$ cat src/rtl/mem_addr_pkg.sv
// rtl/mem_addr_pkg.sv - shared FSM state type and width helper for mem_addr_unit
package mem_addr_pkg;

  // Access sequencer states; the encodings are fixed so debug probes read consistently.
  typedef enum logic [1:0] {
    ST_IDLE = 2'd0,
    ST_REQ  = 2'd1,
    ST_DONE = 2'd2,
    ST_ERR  = 2'd3
  } state_e;

  // BurstLen carries (words - 1); a single-word unit still needs one bit on the port.
  function automatic int burst_len_w(input int burst_max);
    return (burst_max > 1) ? $clog2(burst_max) : 1;
  endfunction

endpackage

$ cat src/rtl/wait_timer.sv
// rtl/wait_timer.sv - per-word acknowledge wait counter with expiry flag
module wait_timer #(
  parameter int MAX_WAIT = 15
) (
  input  logic clk,
  input  logic rst,
  input  logic clr_i,
  input  logic en_i,
  output logic expired_o
);

  localparam int CNT_W = $clog2(MAX_WAIT + 1);
  localparam logic [CNT_W-1:0] LIMIT = CNT_W'(MAX_WAIT);

  logic [CNT_W-1:0] cnt_q, cnt_d;

  // Count unacknowledged cycles; saturate at the limit so the flag stays stable.
  always_comb begin
    cnt_d = cnt_q;
    if (clr_i) begin
      cnt_d = '0;
    end else if (en_i && (cnt_q != LIMIT)) begin
      cnt_d = cnt_q + CNT_W'(1);
    end
  end

  // Counter register, cleared asynchronously with the rest of the unit.
  always_ff @(posedge clk or posedge rst) begin
    if (rst) begin
      cnt_q <= '0;
    end else begin
      cnt_q <= cnt_d;
    end
  end

  assign expired_o = (cnt_q == LIMIT);

endmodule

$ cat src/rtl/mem_addr_unit.sv
// rtl/mem_addr_unit.sv - memory address register with burst access sequencer and timeout
module mem_addr_unit
  import mem_addr_pkg::*;
#(
  parameter int ADDR_W    = 9,
  parameter int DATA_W    = 32,
  parameter int BURST_MAX = 4,
  parameter int MAX_WAIT  = 15
) (
  input  logic                                clk,
  input  logic                                Clear,
  input  logic                                MARIn,
  input  logic                                MARInc,
  input  logic [DATA_W-1:0]                   BusMuxOut,
  input  logic                                ReadStart,
  input  logic                                WriteStart,
  input  logic [burst_len_w(BURST_MAX)-1:0]   BurstLen,
  input  logic                                MemAck,
  output logic [ADDR_W-1:0]                   AddressOut,
  output logic                                MemReq,
  output logic                                MemWe,
  output logic                                Busy,
  output logic                                Done,
  output logic                                Timeout
);

  localparam int BL_W = burst_len_w(BURST_MAX);

  state_e            state_q, state_d;
  logic [ADDR_W-1:0] addr_q, addr_d;
  logic              we_q, we_d;
  logic [BL_W-1:0]   remaining_q, remaining_d;
  logic              timeout_q, timeout_d;
  logic              wait_expired;
  logic              unused_bus;

  // Only the low ADDR_W bits of the bus address the memory.
  assign unused_bus = ^BusMuxOut;

  // The wait counter runs only while a word is outstanding and restarts on every ack.
  wait_timer #(
    .MAX_WAIT (MAX_WAIT)
  ) u_wait_timer (
    .clk       (clk),
    .rst       (Clear),
    .clr_i     ((state_q != ST_REQ) || MemAck),
    .en_i      (state_q == ST_REQ),
    .expired_o (wait_expired)
  );

  // Next-state logic: address updates and starts are accepted only in IDLE.
  always_comb begin
    state_d     = state_q;
    addr_d      = addr_q;
    we_d        = we_q;
    remaining_d = remaining_q;
    timeout_d   = timeout_q;
    case (state_q)
      ST_IDLE: begin
        if (MARIn) begin
          addr_d = BusMuxOut[ADDR_W-1:0];
        end else if (MARInc) begin
          addr_d = addr_q + ADDR_W'(1);
        end
        if (ReadStart || WriteStart) begin
          we_d        = ~ReadStart;
          remaining_d = BurstLen;
          timeout_d   = 1'b0;
          state_d     = ST_REQ;
        end
      end
      ST_REQ: begin
        // An ack on the expiry edge still wins over the timeout.
        if (MemAck) begin
          addr_d = addr_q + ADDR_W'(1);
          if (remaining_q == '0) begin
            state_d = ST_DONE;
          end else begin
            remaining_d = remaining_q - BL_W'(1);
          end
        end else if (wait_expired) begin
          timeout_d = 1'b1;
          state_d   = ST_ERR;
        end
      end
      ST_DONE: state_d = ST_IDLE;
      ST_ERR:  state_d = ST_IDLE;
      default: state_d = ST_IDLE;
    endcase
  end

  // State and datapath registers; Clear aborts any access immediately.
  always_ff @(posedge clk or posedge Clear) begin
    if (Clear) begin
      state_q     <= ST_IDLE;
      addr_q      <= '0;
      we_q        <= 1'b0;
      remaining_q <= '0;
      timeout_q   <= 1'b0;
    end else begin
      state_q     <= state_d;
      addr_q      <= addr_d;
      we_q        <= we_d;
      remaining_q <= remaining_d;
      timeout_q   <= timeout_d;
    end
  end

  assign AddressOut = addr_q;
  assign MemReq     = (state_q == ST_REQ);
  assign MemWe      = (state_q == ST_REQ) && we_q;
  assign Busy       = (state_q != ST_IDLE);
  assign Done       = (state_q == ST_DONE);
  assign Timeout    = timeout_q;

endmodule

$ cat config.mk
export PLATFORM = sky130hd
export DESIGN_NAME = mem_addr_unit
export DESIGN_NICKNAME = d
export VERILOG_FILES = /design/src/rtl/mem_addr_pkg.sv /design/src/rtl/wait_timer.sv /design/src/rtl/mem_addr_unit.sv
export SDC_FILE = /design/constraint.sdc
export NUM_CORES = 1
export LEC_CHECK = 0
export BUFFER_PORTS_ARGS = -buffer_cell sky130_fd_sc_hd__buf_2
export CORE_MARGIN = 2
export CORE_UTILIZATION = 48
export CTS_CLUSTER_SIZE = 10
export DETAILED_ROUTE_END_ITERATION = 10
export PLACE_DENSITY = 0.84
export SLEW_MARGIN = 5
export SYNTH_ARGS = -nofsm -noshare
export SYNTH_HDL_FRONTEND = slang
export SYNTH_SLANG_ARGS = --single-unit
export TNS_END_PERCENT = 1
$ cat constraint.sdc
create_clock -name clk -period 2.7 [get_ports clk]
set_input_delay 0 -clock clk [delete_from_list [all_inputs] [get_ports clk]]
set_output_delay 0 -clock clk [all_outputs]
set_load 0.005 [all_outputs]
* Word level (Yosys, flattened, before mapping) *
Index checks and enable logic that the tools add are counted.

word-level totals
  flip-flop bits (word level) = 19
  output and inout port bits = 14
  word-level logic and storage cells = 58

operators by class
  add/subtract/negate cells = 3
  equality and inequality tests = 14
  multiplexer cells = 19
  bitwise operators = 1
  reduce and logical (&&, ||, !) cells = 15

operators by type and width
  cell                 count
  $mux 9               3
  $pmux 9 s2           1
  $mux 2               7
  $ne 2x2->1 const B   5
  $add 9x1->9 const B  1
  $ne 3x3->1 const B   3
  $mux 4               2
  $reduce_and 4->1     2
  $pmux 2 s3           1
  $reduce_and 3->1     2
  $reduce_bool 2->1    3
  $add 4x1->4 const B  1
  $eq 2x2->1 const B   2
  $eq 4x4->1 const B   1
  $logic_not 2->1      2
  $ne 4x4->1 const B   1
  $pmux 2 s2           1
  $mux 1               3
  $eq 2x1->1 const B   1
  $logic_and 1x1->1    2
  $logic_or 1x1->1     2
  $ne 2x1->1 const B   1
  $pmux 1 s2           1
  $reduce_and 2->1     1
  other kinds (3)      3

* Depth between registers and ports, before layout *
  depth in word-level cells = 4
  depth in mapped cells = 6

* Hierarchy *
A second synthesis with hierarchy kept.

unflattened totals
  cell total of the unflattened synthesis = 128
  area, all modules = 1192.4 um^2

modules (own cells, without submodules)
  module         times used  cells an instance  area an instance (um^2)  seq. area each (um^2)
  mem_addr_unit  1           107                959.7                    375.4
  wait_timer     1           21                 232.7                    100.1

* Worst setup path before layout *
Ideal clock, no wire load.

  path type = register -> register
  from = register state_q[1]
  to = register addr_q[5] (netlist: AddressOut[5])
  arrival = 1309 ps
  required time = 2634 ps
  path slack = 1326 ps
  stages on the path, launching flop included = 7
  period minus slack after synthesis = 1374 ps
  path through = dfrtp_1 > nand2b_1 > buf_6 > and2_1 > buf_6 > o31ai_2 > a22o_1

on the way
  longest elaborated chain between the ends = 3
  elaborated cells between the ends (all ways) = 7

ends and longest elaborated chain
  element                                              RTL line              text
  from (decl)                                          mem_addr_unit.sv:29   state_e state_q, state_d;
  from (signal assigned)                               mem_addr_unit.sv:101  state_q <= state_d;
  $eq 2x1->1 or $logic_not 2->1 (tied branches)        mem_addr_unit.sv:58   case (state_q)
  $ne 2x2->1 (no source line) (tied with other cells)  --
  $reduce_and 3->1 (no source line)                    --
  to (signal assigned)                                 mem_addr_unit.sv:102  addr_q <= addr_d;
  to (decl)                                            mem_addr_unit.sv:30   logic [ADDR_W-1:0] addr_q, addr_d;

Parallel ways exist; a longest one is shown, timed or not.
A chain may end at the register's enable or synchronous reset.

* Worst setup path in the final report *
Ends and elaborated chain as after synthesis.

==> flow_summary.toml <==
[power]
intPower_uw = 747
p_leak_nw = 0.651
p_total_mw = 1.31
ir_drop_v = 0.000592
power_frac_comb = 0.495
swShare = 0.432
powerDensity_nw_per_um2 = 989
p_sw_uw = 567
p_seq_frac = 0.395
clkPwrFrac = 0.110

[clock_network]
clk_transition_reported_paths_ns = 0.11
cts-resized-gates = 0
cts-buffers-inserted = 3
cts_sinks = 19
cts_tree = "done"
cts_buffer_depth = 2
cts_max_level = 1
clock_latency_ns = 0.29
cts-root-buf = "clkbuf_4"

[min_path]
hold_path_class = "in -> reg"

[place]
port_buffers = 31
gp_congestion = 0.759
dp.final_hpwl_mm = 1.79
dp_cells = 178

[layout]
regArea_um2 = 475
area_growth_pct = 19.2
drive_gt1_frac = 0.234
fill_cells = 200
layout.nets = 203
multi_input_area_um2 = 563
final_cells = 186
diodes = 0

[run_status]
status = "complete, no violations"

[global_route]
first_global_vias = 957
grt_usage = 0.199
grt-ovfl-total = 0
grt_pass1_wl_mm = 4.11
antenna_found_initial = 0
grt_max_degree = 20

[routing]
firstDrtPassIters = 4
vias = 1040
ant_nets = 0
vias_per_cell = 5.59
drt-initial-drc-count = 22
drt_wl_total_mm = 2.51
wire_per_inst_um = 13.5
drc = 0

[critical_path]
crit_buf_inv = 0
cpPeakStageDelay_ns = 0.55
r2r_slack_ns = 0.73
cp-start-kind = "register"
critPathMaxFanout = 17
crit_type = "reg -> reg"
cp_slowest_cell = "nand2b_1"
crit_chain = "nand2b_1 > and2_1 > o21ai_1 > a22o_1"
cp.arrival_ns = 2.16
crit_family = "simple AND/OR/NAND/NOR gates"
worst_setup_path_end_kind = "register"
worstPathRequired_ns = 2.89

[synthesis]
synth.most_common_cell = "dfrtp_1"
yosysTopAreaCellShare = 0.426
syn_avg_cell_area_um2 = 8.92
ys_types = 35
ys_ff_latch = 19
syn-num-nets = 169
synth.area.top_cells = "dfrtp_1 (43%), a21oi_1 (5.8%), mux2i_1 (4.5%)"
synth_edf_count = 0
syn-cell-area_um2 = 1110
async_flop_share = 1.00
synth_top_flop_cell = "dfrtp_1"
ys_top_cells_by_count = "dfrtp_1 (19), a21oi_1 (13), inv_1 (9), nor2_1 (9), nand2_1 (8)"
yosysTopAreaCell = "dfrtp_1"
synth_cells = 125
synth-seq-area-share = 0.426
yosys_warnings = 0

[timing]
slew_violations = 0
slew_headroom = 0.498
finalCritPeriodShare = 0.729
hold_violations = 0
finalClockSkew_ns = 0.00123
tightest_slew_ns = 0.749
rsz0062_at_grt = "false"
tns_ns = 0
whs_ns = 0.00200
setup_violations = 0
max_freq_mhz = 508
min_period_ns = 1.97

[die]
die_area_um2 = 2720
initial_core_util = 0.504
dieWidth_um = 52.2
die_h_um = 52.2
num_io_pins = 55
core_um2 = 2210
rows = 17

[job]
cap_violations = 0
[cells in the final DEF (no fill, tap or decap), drive strengths merged, types with 3 or more instances in the layout]
cell type | netlist | routed
ha | 3 | 3
dfrtp | 19 | 19
nand3 | 6 | 6
a22oi | 5 | 5
nor2 | 9 | 9
clkbuf | 0 | 4
nand2 | 9 | 9
a21oi | 13 | 13
dlygate4sd3 | 0 | 4
o21ai | 9 | 9
nor3 | 6 | 6
buf | 6 | 31
inv | 9 | 9
mux2i | 5 | 5
[tightest hold or removal path, delay by kind of cell]
family          cells  cell delay (ns)
compound gates      2             0.18
buf+inv             1             0.07
[flip-flops by register name (all words and copies together) (netlist names)]
signal / cells
we_q: 1
u_wait_timer.cnt_q: 4
Timeout: 1
AddressOut: 9
remaining_q: 2
state_q: 2
[per-layer routing]
| metal | vias to the layer above | routed length, um | global-route usage |
|---|---|---|---|
| met1 | 503 | 1190 | 0.256 |
| met4 | 0 | 0 | 0.0385 |
| li1 | 513 | - | - |
| met3 | 0 | 110 | 0.0257 |
| met2 | 24 | 1210 | 0.357 |
| met5 | - | 0 | 0 |
[final timing paths]
check	to	from	depth (start not counted)
min	remaining_q[1]	BurstLen[1]	3
max in group asynchronous	u_wait_timer.cnt_q[1]	Clear	3
max	AddressOut[5]	state_q[1]	4
max reg2reg	AddressOut[5]	state_q[1]	4
min in group asynchronous	AddressOut[1]	Clear	3
min reg2reg	Timeout	Timeout	1
[through the flow]
| step | utilization | worst slack [ns] | area (um^2) |
|---|---|---|---|
| floorplan | - | 1.33 | 1110 |
| global placement | 0.571 | 0.834 | 1260 |
| detailed placement | 0.571 | 0.771 | 1260 |
| CTS | 0.601 | 0.746 | 1330 |
| global route | 0.601 | 0.626 | 1330 |
| finish | 0.601 | 0.731 | 1330 |
[layout make-up]
class                           count  share of cell area
Sequential cell                    19               0.358
Clock buffer                        4              0.0198
Multi-Input combinational cell     91               0.424
Inverter                            9              0.0254
Tap cell                           28              0.0264
Timing Repair Buffer               35               0.147
[power groups by stage]
| stage | Clock, mW | Combinational [mW] | Sequential [mW] |
|---|---|---|---|
| floorplan | 0 | 0.484 | 0.508 |
| global placement | 0 | 0.612 | 0.514 |
| detailed placement | 0 | 0.644 | 0.524 |
| CTS | 0.149 | 0.654 | 0.517 |
| global route | 0.159 | 0.739 | 0.539 |
| finish | 0.145 | 0.650 | 0.519 |
[cells by family after synthesis]
logic type	synth area share
buffers and inverters	0.0685
adders and majority gates	0.0337
xor gates and xnor gates	0.00786
DFF	0.426
and+or+nand+nor	0.191
AOI/OAI and AO/OA	0.228
muxes	0.0449
[what timing repair did]
item                                    4_1_cts  5_1_grt
endpoints found under the hold margin        25        0
endpoints found under the setup margin        0        0
buffers inserted                              0        0
hold buffers                                  4        0
No activity file was read; power rests on OpenSTA's default activity.
